<file path="src/rtl/rvx_route_pkg.sv">
// Shared routing types and helpers for the dispatch router.
// Default widths match the common 32-bit, 8-port configuration.
package rvx_route_pkg;

  localparam int DEF_DATA_WIDTH  = 32;
  localparam int DEF_NUM_OUTPUTS = 8;

  function automatic int sel_width(input int n);
    return (n > 1) ? $clog2(n) : 1;
  endfunction

  localparam int DEF_SEL_WIDTH = sel_width(DEF_NUM_OUTPUTS);

  typedef struct packed {
    logic [DEF_DATA_WIDTH-1:0] data;
    logic [DEF_SEL_WIDTH-1:0]  dest;
  } route_entry_t;

endpackage

</file>
<file path="src/rtl/dispatch_router_demux.sv">
// Utils demux: steers one data word to the selected lane.
// Every unselected lane is driven to zero.
module dispatch_router_demux
  import rvx_route_pkg::*;
#(
  parameter  int DataWidth  = DEF_DATA_WIDTH,
  parameter  int NumOutputs = DEF_NUM_OUTPUTS,
  localparam int SelWidth   = sel_width(NumOutputs)
) (
  input  logic [SelWidth-1:0]                  sel_i,
  input  logic [DataWidth-1:0]                 data_i,
  output logic [NumOutputs-1:0][DataWidth-1:0] data_o
);

  always_comb begin
    data_o = '0;
    for (int k = 0; k < NumOutputs; k++) begin
      if (sel_i == SelWidth'(k)) data_o[k] = data_i;
    end
  end

endmodule

</file>
<file path="src/rtl/dispatch_router.sv">
// Buffered in-order router: FIFO of (data, dest) words whose
// head is steered to exactly one of NumOutputs consumer ports.
module dispatch_router
  import rvx_route_pkg::*;
#(
  parameter  int DataWidth  = DEF_DATA_WIDTH,
  parameter  int NumOutputs = DEF_NUM_OUTPUTS,
  parameter  int Depth      = 2,
  localparam int SelWidth   = sel_width(NumOutputs),
  localparam int CntWidth   = $clog2(Depth) + 1
) (
  input  logic                                 clk_i,
  input  logic                                 rst_i,
  input  logic                                 flush_i,
  input  logic                                 in_valid_i,
  output logic                                 in_ready_o,
  input  logic [DataWidth-1:0]                 in_data_i,
  input  logic [SelWidth-1:0]                  in_dest_i,
  output logic [NumOutputs-1:0]                out_valid_o,
  input  logic [NumOutputs-1:0]                out_ready_i,
  output logic [NumOutputs-1:0][DataWidth-1:0] out_data_o,
  output logic [CntWidth-1:0]                  count_o,
  output logic                                 drop_o,
  output logic                                 err_o
);

  localparam int PtrWidth = $clog2(Depth);

  typedef struct packed {
    logic [DataWidth-1:0] data;
    logic [SelWidth-1:0]  dest;
  } entry_t;

  entry_t              mem_q [Depth];
  entry_t              head;
  logic [PtrWidth-1:0] wr_ptr_q, wr_ptr_d;
  logic [PtrWidth-1:0] rd_ptr_q, rd_ptr_d;
  logic [CntWidth-1:0] count_q, count_d;
  logic                err_q, err_d;
  logic                empty, full;
  logic                push, pop, write, bad, in_range;
  logic [SelWidth-1:0]  dmx_sel;
  logic [DataWidth-1:0] dmx_data;

  assign empty      = (count_q == '0);
  assign full       = (count_q == CntWidth'(Depth));
  assign in_ready_o = ~full & ~flush_i;
  assign push       = in_valid_i & in_ready_o;

  if ((1 << SelWidth) == NumOutputs) begin : g_range_full
    assign in_range = 1'b1;
  end else begin : g_range_part
    assign in_range = (in_dest_i < SelWidth'(NumOutputs));
  end

  assign write  = push & in_range;
  assign bad    = push & ~in_range;
  assign drop_o = bad & ~rst_i;

  assign head = mem_q[rd_ptr_q];

  // Valid is decoded here so that gating of data stays in the demux.
  always_comb begin
    out_valid_o = '0;
    for (int k = 0; k < NumOutputs; k++) begin
      if (!empty && head.dest == SelWidth'(k)) out_valid_o[k] = 1'b1;
    end
  end

  assign pop = (|(out_valid_o & out_ready_i)) & ~flush_i;

  always_comb begin
    wr_ptr_d = wr_ptr_q;
    rd_ptr_d = rd_ptr_q;
    count_d  = count_q;
    err_d    = err_q | bad;
    if (flush_i) begin
      wr_ptr_d = '0;
      rd_ptr_d = '0;
      count_d  = '0;
    end else begin
      if (write) wr_ptr_d = wr_ptr_q + 1'b1;
      if (pop)   rd_ptr_d = rd_ptr_q + 1'b1;
      unique case ({write, pop})
        2'b10:   count_d = count_q + 1'b1;
        2'b01:   count_d = count_q - 1'b1;
        default: count_d = count_q;
      endcase
    end
  end

  always_ff @(posedge clk_i) begin
    if (rst_i) begin
      wr_ptr_q <= '0;
      rd_ptr_q <= '0;
      count_q  <= '0;
      err_q    <= 1'b0;
    end else begin
      wr_ptr_q <= wr_ptr_d;
      rd_ptr_q <= rd_ptr_d;
      count_q  <= count_d;
      err_q    <= err_d;
    end
  end

  always_ff @(posedge clk_i) begin
    if (write) mem_q[wr_ptr_q] <= '{data: in_data_i, dest: in_dest_i};
  end

  assign dmx_sel  = empty ? '0 : head.dest;
  assign dmx_data = empty ? '0 : head.data;

  dispatch_router_demux #(
    .DataWidth  (DataWidth),
    .NumOutputs (NumOutputs)
  ) u_demux (
    .sel_i  (dmx_sel),
    .data_i (dmx_data),
    .data_o (out_data_o)
  );

  assign count_o = count_q;
  assign err_o   = err_q;

endmodule

</file>
<file path="config.mk">
export PLATFORM = sky130hd
export DESIGN_NAME = dispatch_router
export DESIGN_NICKNAME = d
export VERILOG_FILES = /design/src/rtl/rvx_route_pkg.sv /design/src/rtl/dispatch_router_demux.sv /design/src/rtl/dispatch_router.sv
export SDC_FILE = /design/constraint.sdc
export NUM_CORES = 1
export LEC_CHECK = 0
export ABC_CLOCK_PERIOD_IN_PS = 3400
export CORE_AREA = 2 2 121 123
export CTS_CLUSTER_DIAMETER = 50
export DETAILED_ROUTE_END_ITERATION = 16
export DIE_AREA = 0 0 123 125
export HOLD_SLACK_MARGIN = 0.03
export PLACE_DENSITY = 0.72
export SYNTH_ARGS = -nofsm -noshare
export SYNTH_HDL_FRONTEND = slang
export SYNTH_SLANG_ARGS = --single-unit
export TNS_END_PERCENT = 30
</file>
<file path="constraint.sdc">
create_clock -name clk_i -period 3.4 [get_ports clk_i]
set_input_delay 0.68 -clock clk_i [delete_from_list [all_inputs] [get_ports clk_i]]
set_output_delay 0.68 -clock clk_i [all_outputs]
set_load 0.005 [all_outputs]
</file>
## Word-level counts from Yosys, hierarchy flattened

Memory sizes are Yosys's and may differ from the RTL's. A register that Yosys moved wholly into a read port is not among the register bits.
Index checks and enable logic that the tools add are counted.

| word-level totals | value |
|---|---|
| register bits | 4 |
| bits in writable memories | 70 |
| input bits | 47 |
| output and inout port bits | 269 |
| logic and storage cells | 69 |
| memories kept | 1 |

Memory list:

| name | depth | bits a word | rd ports | clocked after Yosys merged registers in | write ports | line | RTL |
|---|---|---|---|---|---|---|---|
| mem_q | 2 | 35 | 1 | 1 | 1 | dispatch_router.sv:34 | `entry_t mem_q [Depth];` |

| operators by class | value |
|---|---|
| add/subtract/negate cells | 4 |
| equality and inequality tests | 17 |
| mux-type cells | 23 |
| bitwise operators | 6 |
| reductions and logical operators | 15 |

Operator list:

| kind | count |
|---|---|
| 32-bit two-way mux | 9 |
| 3-bit == test (second input constant) | 8 |
| 3-bit by 2-bit == test with 1-bit output (second input constant) | 4 |
| 1-bit two-way mux | 12 |
| 8-bit bitwise AND | 1 |
| 1-bit logical AND | 8 |
| 8-bit OR reduction | 1 |
| 3-bit by 1-bit == test with 1-bit output (second input constant) | 2 |
| 3-bit zero test | 2 |
| 2-bit == test (second input constant) | 2 |
| 2-bit case mux with 2 select lines | 1 |
| 1-bit bitwise AND | 3 |
| 3-bit two-way mux | 1 |
| 1-bit adder (second input constant) | 2 |
| 2-bit by 1-bit adder with 2-bit output (second input constant) | 1 |
| 2-bit by 1-bit == test with 1-bit output (second input constant) | 1 |
| 2-bit zero test | 1 |
| 1-bit inverter | 2 |
| 2-bit nonzero test | 1 |
| 2-bit OR reduction | 1 |
| 2-bit by 1-bit subtractor with 2-bit output (second input constant) | 1 |
| 1-bit zero test | 1 |

## Depth between registers and ports, before layout

Gate-level depths: netlist of the first run.

| depth | value |
|---|---|
| word-level depth | 9 |
| mapped depth | 12 |
| gate-level depth less buffers | 10 |

## Hierarchy

A second synthesis of the first run with hierarchy kept.

| unflattened totals | value |
|---|---|
| cells, all modules | 541 |
| area, all modules | 6,278.5 µm² |

Modules (own cells, without submodules):

| module | times used | cells an instance | area each (µm²) | seq. area each (µm²) |
|---|---|---|---|---|
| dispatch_router_demux | 1 | 340 | 3,231.8 | 0.0 |
| dispatch_router | 1 | 201 | 3,046.7 | 2,202.1 |

## Worst setup path before layout of the first run

Ideal clock, no wire load.

| timing path | value |
|---|---|
| kind | input to register |
| from | input flush_i |
| to | memory mem_q[0][0] in the netlist's numbering, enable pin |
| setup time | 427 ps |
| data arrival time | 2,512 ps |
| data required time | 2,973 ps |
| setup slack | 461 ps |
| cell stages on the path | 3 |
| path buffers | 0 |
| cell sequence | a21oi_1 nand2_1 nor2_1 |

| on the way | value |
|---|---|
| word-level cells in the longest chain between the ends | 5 |

Ends and longest elaborated chain:

| item | line | RTL |
|---|---|---|
| start: declaration | dispatch_router.sv:14 | `input logic flush_i,` |
| 1-bit inverter | dispatch_router.sv:47 | `assign in_ready_o = ~full & ~flush_i;` |
| 1-bit bitwise AND | dispatch_router.sv:47 |  |
| 1-bit bitwise AND | dispatch_router.sv:48 | `assign push = in_valid_i & in_ready_o;` |
| 1-bit two-way mux | dispatch_router.sv:107 | `if (write) mem_q[wr_ptr_q] <= '{data: in_data_i, dest: in_dest_i};` |
| 1-bit two-way mux (not written as such) | dispatch_router.sv:107 |  |
| end: declaration | dispatch_router.sv:34 |  |

No other way between the ends.

==> load_flow_metrics.sql, run 1 <==
INSERT INTO impl_metrics (metric_group, metric, value, unit) VALUES
('clocking', 'clk_pin_slew_worst_paths', '0.06', 'ns'),
('global_routing', 'globalRoute.totalOverflow', '0', ''),
('placement', 'placement.io_buffers', '313', ''),
('floorplanning', 'design.core.area', '14200', 'sq um'),
('yosys', 'synthCells', '496', ''),
('drt', 'ant_nets', '0', ''),
('final_layout', 'area_growth_syn_to_layout', '89.1', '%'),
('clocking', 'post_cts_resize_count', '0', ''),
('global_routing', 'grt_start_max_net_pins', '25', ''),
('global_routing', 'grt_busiest_layer', 'met2', ''),
('yosys', 'synth_cell_types', '29', ''),
('timing', 'rsz0062_at_grt', 'true', ''),
('placement', 'detailed_place_hpwl', '13100', 'microns'),
('setup_path', 'setup.worst_path.start_class', 'flip-flop', ''),
('setup_path', 'cp.arrival', '2.52', 'ns'),
('drt', 'drt_iter0_drc', '244', ''),
('setup_path', 'cp_max_fo', '17', ''),
('power_and_ir_drop', 'power.total', '2.22', 'mW'),
('timing', 'hold_ws', '0.581', 'ns'),
('global_routing', 'grt_usage', '22.2', '%'),
('yosys', 'yosys.area.top_type', 'edfxtp_1', ''),
('global_routing', 'met2_demand_to_capacity_share_in_global_routing', '38.4', '%'),
('run_status', 'status', 'completed', ''),
('yosys', 'synthTopCellsByCount', 'nor2_1 (265), edfxtp_1 (70), nand2_1 (40)', ''),
('placement', 'dp_slack', '0.411', 'ns'),
('flow_run', 'maxCapViolCount', '0', ''),
('drt', 'total_vias_in_the_final_route', '4663', ''),
('floorplanning', 'fp.dieH', '125', 'microns'),
('drt', 'drt_wl_total', '17800', 'microns'),
('placement', 'globalplace.congestion', '0.785', ''),
('timing', 'finalWorstPathRequiredPeriod', '3.20', 'ns'),
('yosys', 'synth.cell_area', '4200', 'sq um'),
('timing', 'setup_ws', '0.202', 'ns'),
('floorplanning', 'placement_rows', '44', ''),
('yosys', 'yosysMostFrequentCell', 'nor2_1', ''),
('clocking', 'numCtsBuffers', '9', ''),
('floorplanning', 'full_die_area', '15400', 'sq um'),
('timing', 'relSlewSlack', '66.2', '%'),
('drt', 'avgViaCountPerCell', '4.68', ''),
('final_layout', 'finish.instance_area', '7940', 'sq um'),
('floorplanning', 'floorplan.die.width', '123', 'microns'),
('placement', 'dp_cells', '980', ''),
('clocking', 'cts_hold_buffers', '0', ''),
('setup_path', 'timing.reg2reg.worst_path_depth', '10', ''),
('final_layout', 'fraction_of_layout_instances_using_a_drive_strength_above_1', '9.98', '%'),
('clocking', 'cts_buffer_depth', '2', ''),
('final_layout', 'number_of_nets_in_the_layout', '855', ''),
('yosys', 'synthTopCellsByArea', 'edfxtp_1 (50%), nor2_1 (24%), mux2_2 (8.9%), nand2_1 (3.6%), dfxtp_1 (2.4%)', ''),
('global_routing', 'gr-usage-met3', '4.11', '%'),
('clocking', 'root_buffer', 'clkbuf_16', ''),
('placement', 'placedInstanceArea', '7610', 'sq um'),
('power_and_ir_drop', 'leakagePower', '2.48', 'nW'),
('yosys', 'top_flip_flop_cell_by_instance_count_after_synthesis', 'edfxtp_1', ''),
('clocking', 'cts_tree', 'yes', ''),
('global_routing', 'vias_in_the_first_global_route', '4354', ''),
('power_and_ir_drop', 'power.density', '279', 'nW/um^2'),
('clocking', 'clkLatencyLatePin', '0.32', 'ns'),
('yosys', 'fraction_of_the_yosys_area_taken_by_sequential_cells', '52.5', '%'),
('timing', 'fin_skew', '0.00657', 'ns'),
('timing', 'pins_over_their_slew_limit', '0', ''),
('yosys', 'syn_area_per_cell', '8.46', 'sq um'),
('setup_path', 'worst_ep_required_time', '2.72', 'ns'),
('yosys', 'asyncSetResetFlopFracSynth', '0', '%'),
('clocking', 'clock-sinks', '75', ''),
('final_layout', 'antenna_cells_inserted', '0', ''),
('timing', 'finalHoldViolCount', '0', ''),
('timing', 'finalSetupViolCount', '0', ''),
('timing', 'timing.fmax', '313', 'MHz'),
('yosys', 'yosys_warnings', '0', ''),
('global_routing', 'wire_length_of_the_first_global_routing_pass', '25700', 'microns'),
('yosys', 'synth_top_area_share', '50.1', '%');
[routing by layer]
| metal | vias up | part of all wire [%] |
|---|---|---|
| met4 | 0 | 1.3 |
| li1 | 2218 | - |
| met1 | 2233 | 42 |
| met3 | 13 | 6.5 |
| met5 | - | 0 |
| met2 | 199 | 50 |
[cells in the final DEF (no fill, tap or decap), drive strengths merged]
| cell | n |
|---|---|
| a21boi | 1 |
| a21oi | 3 |
| and3 | 1 |
| buf | 22 |
| bufinv | 1 |
| clkbuf | 12 |
| clkdlybuf4s50 | 313 |
| clkinv | 1 |
| clkinvlp | 2 |
| conb | 2 |
| dfxtp | 5 |
| edfxtp | 70 |
| ha | 1 |
| inv | 8 |
| mux2 | 35 |
| mux2i | 5 |
| nand2 | 40 |
| nand2b | 2 |
| nand3 | 4 |
| nand4 | 2 |
| nor2 | 265 |
| nor3 | 6 |
| nor4 | 3 |
| o21ai | 1 |
| o31a | 1 |
| o32ai | 1 |
| or2 | 1 |
| xnor2 | 2 |
| xor2 | 2 |
[critical path: stages, from the launching register on]
cell and delay, ns:
dfxtp_2 0.49, mux2_2 0.42, nor2_1 0.18, nand2_2 0.18, buf_4 0.27, nor2_1 0.13
clkdlybuf4s50_1 0.52
[state kept, by name (all words and copies together) (netlist names), named ones only]
name	cells
mem_q	70
count_o	2
wr_ptr_q	1
rd_ptr_q	1
[where the power goes]
| group | internal, mW | total [mW] | switching [mW] |
|---|---|---|---|
| Combinational | 0.0962 | 0.210 | 0.114 |
| Clock | 0.607 | 0.961 | 0.354 |
| Sequential | 1.04 | 1.05 | 0.00861 |
[final timing paths]
check / endpoint / slack (ns) / from
setup / recovery: out_data_o[216] / 0.20 / flip-flop
hold / removal: count_o[1]$_SDFFE_PP0P_ / 0.58 / count_o[1]$_SDFFE_PP0P_
setup reg to reg: count_o[1]$_SDFFE_PP0P_ / 1.01 / count_o[0]$_SDFFE_PP0P_
hold reg to reg: count_o[1]$_SDFFE_PP0P_ / 0.58 / count_o[1]$_SDFFE_PP0P_
[per-stage QoR]
stage	TNS, ns	utilization [%]
after floorplan	0	-
after global placement	0	53.6
after detailed placement	0	53.6
after CTS	0	55.8
after global routing	-0.00586	55.9
final	0	55.9
[cells by family after synthesis]
logic type / synth area share, %
fa+ha+maj: 0.298
compound gates: 1.07
other cells: 0.0894
mux: 10.8
buf+inv: 4.65
flops: 52.5
xor+xnor: 0.835
simple gates: 29.8
[layout make-up]
cell class | instances | area (sq um) | share of cell area, %
multi-input cells | 378 | 1830 | 23.1
clock buffers | 12 | 256 | 3.23
repair buffers | 335 | 3340 | 42.0
well taps | 184 | 230 | 2.90
inverters | 8 | 30.0 | 0.378
clock inverters | 4 | 50.0 | 0.631
flip-flops and latches | 75 | 2200 | 27.8
No activity file was read; power rests on OpenSTA's default activity.
==> run 2: changes to the inputs <==
CORE_AREA = not set   (was 2 2 121 123)
CORE_UTILIZATION = 41   (was not set)
DIE_AREA = not set   (was 0 0 123 125)
PLACE_DENSITY = 0.82   (was 0.72)
SYNTH_HIERARCHICAL = 1   (was not set)
==> run 2 against run 1 <==
Compared with the run above: register-to-register slack got worse by 0.33 ns; clock power decreased by 5.6%; flip-flop and latch count unchanged; die area increased by 2.8%; cell count decreased by 0.30%; largest power group unchanged; sequential power about the same; worst hold slack got worse by 0.10 ns; core utilization increased by 11 points; global-route usage increased by 4.1 points; highest routed layer unchanged.
==> load_flow_metrics.sql, run 2 <==
INSERT INTO impl_metrics (metric_group, metric, value, unit) VALUES
('drt', 'dr.pass1.iters', '5', ''),
('setup_path', 'timing.critical_path.cells', 'mux2_2 > o21ai_2 > inv_6 > buf_12 > nor4bb_1 > clkdlybuf4s50_1', ''),
('clocking', 'h_tree_depth', '3', ''),
('drt', 'detail_route.wl_per_cell', '21.6', 'microns'),
('yosys', 'edff_count_synth', '70', ''),
('timing', 'finalWorstPathRequiredPeriod', '3.35', 'ns'),
('yosys', 'yosys.area_share.simple', '48.2', '%'),
('drt', 'drt_iter0_drc', '434', ''),
('final_layout', 'number_of_nets_in_the_layout', '852', ''),
('yosys', 'yosys.area.top_type', 'edfxtp_1', ''),
('final_layout', 'fin_cells', '993', ''),
('yosys', 'synth_top_family_by_area', 'simple AND/OR/NAND/NOR gates', ''),
('clocking', 'cts_buffer_depth', '2', ''),
('power_and_ir_drop', 'peakVddDrop', '0.228', 'mV'),
('setup_path', 'criticalPathCategory', 'reg2out', ''),
('setup_path', 'timing.reg2reg.worst_path_depth', '10', ''),
('placement', 'globalplace.congestion', '0.759', ''),
('floorplanning', 'full_die_area', '15800', 'sq um'),
('timing', 'final.period_utilization', '98.5', '%'),
('timing', 'pins_over_their_slew_limit', '0', ''),
('yosys', 'yosys_warnings', '6', ''),
('clocking', 'clkLatencyLatePin', '0.33', 'ns'),
('drt', 'ant_nets', '0', ''),
('yosys', 'synth_compound_area_share', '0.717', '%'),
('floorplanning', 'num_io_pins', '316', ''),
('yosys', 'syn_area_per_cell', '11.6', 'sq um'),
('clocking', 'root_buffer', 'clkbuf_16', ''),
('flow_run', 'maxCapViolCount', '0', ''),
('placement', 'placement.io_buffers', '313', ''),
('power_and_ir_drop', 'power.density', '232', 'nW/um^2'),
('min_path', 'min_delay_path_depth', '2', ''),
('yosys', 'synthCells', '541', ''),
('setup_path', 'reg2reg_slack', '0.68', 'ns'),
('clocking', 'post_cts_resize_count', '5', ''),
('yosys', 'parity_gate_share_of_the_synthesized_area_counting_xor_and_xnor_cells', '0.558', '%'),
('drt', 'avgViaCountPerCell', '5.77', ''),
('yosys', 'top_flip_flop_cell_by_instance_count_after_synthesis', 'edfxtp_1', ''),
('final_layout', 'layout_commonest_cell', 'clkdlybuf4s50_1', ''),
('drt', 'route.detailed.drc', '0', ''),
('yosys', 'post_synth_mux_area_share', '7.21', '%'),
('final_layout', 'finish.instance_area', '9890', 'sq um'),
('final_layout', 'fraction_of_layout_instances_using_a_drive_strength_above_1', '18.5', '%'),
('global_routing', 'antenna_found_initial', '1', ''),
('global_routing', 'grt_usage', '26.3', '%'),
('run_status', 'status', 'completed', ''),
('placement', 'detailed_place_hpwl', '14600', 'microns'),
('timing', 'rsz0062_at_grt', 'true', ''),
('min_path', 'hold_path.startpoint', 'rd_ptr_q$_SDFFE_PP0P_', ''),
('yosys', 'yosys_register_bits', '75', ''),
('placement', 'placedInstanceArea', '9570', 'sq um'),
('setup_path', 'slowest_stage', 'clkdlybuf4s50_1', ''),
('yosys', 'asyncSetResetFlopFracSynth', '0', '%'),
('setup_path', 'cp_max_fo', '117', ''),
('final_layout', 'n_fill_cell', '1093', ''),
('timing', 'finalSetupViolCount', '0', ''),
('setup_path', 'slowest_delay', '0.60', 'ns'),
('final_layout', 'top_register', 'mem_q', ''),
('clocking', 'clock-sinks', '75', ''),
('final_layout', 'layout_common_cells', 'clkdlybuf4s50_1 (313), and4b_1 (96), edfxtp_1 (70)', ''),
('timing', 'worst_slew_pin_slew', '0.589', 'ns'),
('yosys', 'synth.cell_area', '6280', 'sq um'),
('global_routing', 'wire_length_of_the_first_global_routing_pass', '32300', 'microns'),
('yosys', 'synth_adder_area_share', '0.199', '%'),
('floorplanning', 'fp.dieH', '126', 'microns'),
('timing', 'finalHoldViolCount', '0', ''),
('final_layout', 'antenna_cells_inserted', '0', ''),
('floorplanning', 'placement_rows', '44', ''),
('setup_path', 'setup.worst_path.start_class', 'flip-flop', ''),
('final_layout', 'area_growth_syn_to_layout', '57.6', '%'),
('min_path', 'hp-class', 'reg2reg', ''),
('clocking', 'cts_tree', 'yes', ''),
('floorplanning', 'floorplan.die.width', '126', 'microns'),
('drt', 'total_vias_in_the_final_route', '5733', ''),
('timing', 'fin_skew', '0.00505', 'ns'),
('yosys', 'synth_cell_types', '30', ''),
('setup_path', 'critical_path.reg2reg.endpoint', 'count_o[1]$_SDFFE_PP0P_', ''),
('floorplanning', 'initial_utilization', '42.6', '%'),
('final_layout', 'largest_register_ff_count', '70', ''),
('setup_path', 'worst_ep_required_time', '2.72', 'ns'),
('global_routing', 'grt_start_max_net_pins', '118', ''),
('clocking', 'numCtsBuffers', '9', ''),
('yosys', 'synthTopCellsByArea', 'edfxtp_1 (33%), and4b_1 (15%), and4bb_2 (9.0%), nor4b_2 (7.7%), nor4bb_1 (7.5%)', ''),
('timing', 'timing.fmax', '299', 'MHz'),
('clocking', 'cts_hold_buffers', '0', ''),
('setup_path', 'critical_path.endpoint_type', 'output port', ''),
('global_routing', 'vias_in_the_first_global_route', '5351', ''),
('clocking', 'post_cts.repair.setup_buffers', '0', ''),
('power_and_ir_drop', 'power.total', '2.30', 'mW'),
('placement', 'dp_cells', '977', ''),
('floorplanning', 'design.core.area', '14800', 'sq um'),
('clocking', 'clk_pin_slew_worst_paths', '0.06', 'ns'),
('timing', 'relSlewSlack', '60.6', '%'),
('yosys', 'synth_top_area_share', '33.5', '%'),
('drt', 'drt_wl_total', '21400', 'microns'),
('yosys', 'yosysMostFrequentCell', 'and4b_1', ''),
('global_routing', 'globalRoute.totalOverflow', '0', ''),
('yosys', 'fraction_of_the_yosys_area_taken_by_sequential_cells', '35.1', '%'),
('yosys', 'synthTopCellsByCount', 'and4b_1 (96), edfxtp_1 (70), buf_2 (62)', ''),
('setup_path', 'cp.arrival', '2.67', 'ns'),
('power_and_ir_drop', 'leakagePower', '3.40', 'nW');
## run 2: cell count changes after synthesis, sizes merged, moves of 32 or more
cell / change
and4: +32
and4b: +96
and4bb: +49
buf: +55
mux2: -32
mux2i: +32
nand2: -35
nor2: -216
nor4b: +32
nor4bb: +47
## run 2: cells by family after synthesis
group	count (synthesis)
fa+ha+maj	1
mux	42
flops	75
buf+inv	99
xor+xnor	4
compound gates	5
other cells	1
simple gates	314
## run 2: routing by layer
layer	wire length, microns	global-route usage (%)
met3	1320	5.14
met1	9200	34.7
met2	10600	43.9
met4	343	7.87
met5	0	0
## run 2: critical path: cells and delay by family, from the launching register on
kind	cells	cell delay (ns)
buffers and inverters	3	0.99
AO/OA/AOI/OAI	1	0.16
AND/OR/NAND/NOR	1	0.40
flip-flops	1	0.38
multiplexers	1	0.37
## run 2: through the flow
stage	utilization (%)	setup TNS (ns)	worst slack, ns	hold slack [ns]
floorplan	-	0	0.312	0.456
global placement	64.8	0	0.344	0.470
detailed placement	64.8	0	0.127	0.484
CTS	66.9	0	0.0111	0.491
global route	67.1	-0.199	-0.0702	0.510
finish	67.1	0	0.0504	0.481
## run 2: report_power, final
group	internal [mW]	switching, mW
combinational	0.160	0.182
clock	0.561	0.345
sequential	1.04	0.00864
total	1.76	0.536
## run 2: cell type report
type                       count  area [sq um]  share of cell area [%]
clock inverter                 6          56.3                   0.569
timing repair buffer         346          3500                    35.4
sequential                    75          2210                    22.3
inverter                       4          20.0                   0.202
clock buffer                  10           229                    2.31
tap                          184           230                    2.33
multi-input combinational    368          3650                    36.9
## run 2: how the worst max path moves through the flow
| stage | end | cells past startpoint | slack [ns] |
|---|---|---|---|
| global route | out_data_o[64] | 5 | -0.07 |
| floorplan | mem_q[0][0]$_DFFE_PP_ | 3 | 0.31 |
| finish | out_data_o[64] | 6 | 0.05 |
| CTS | out_data_o[24] | 5 | 0.01 |
| global placement | out_data_o[71] | 5 | 0.34 |
| detailed placement | out_data_o[64] | 5 | 0.13 |
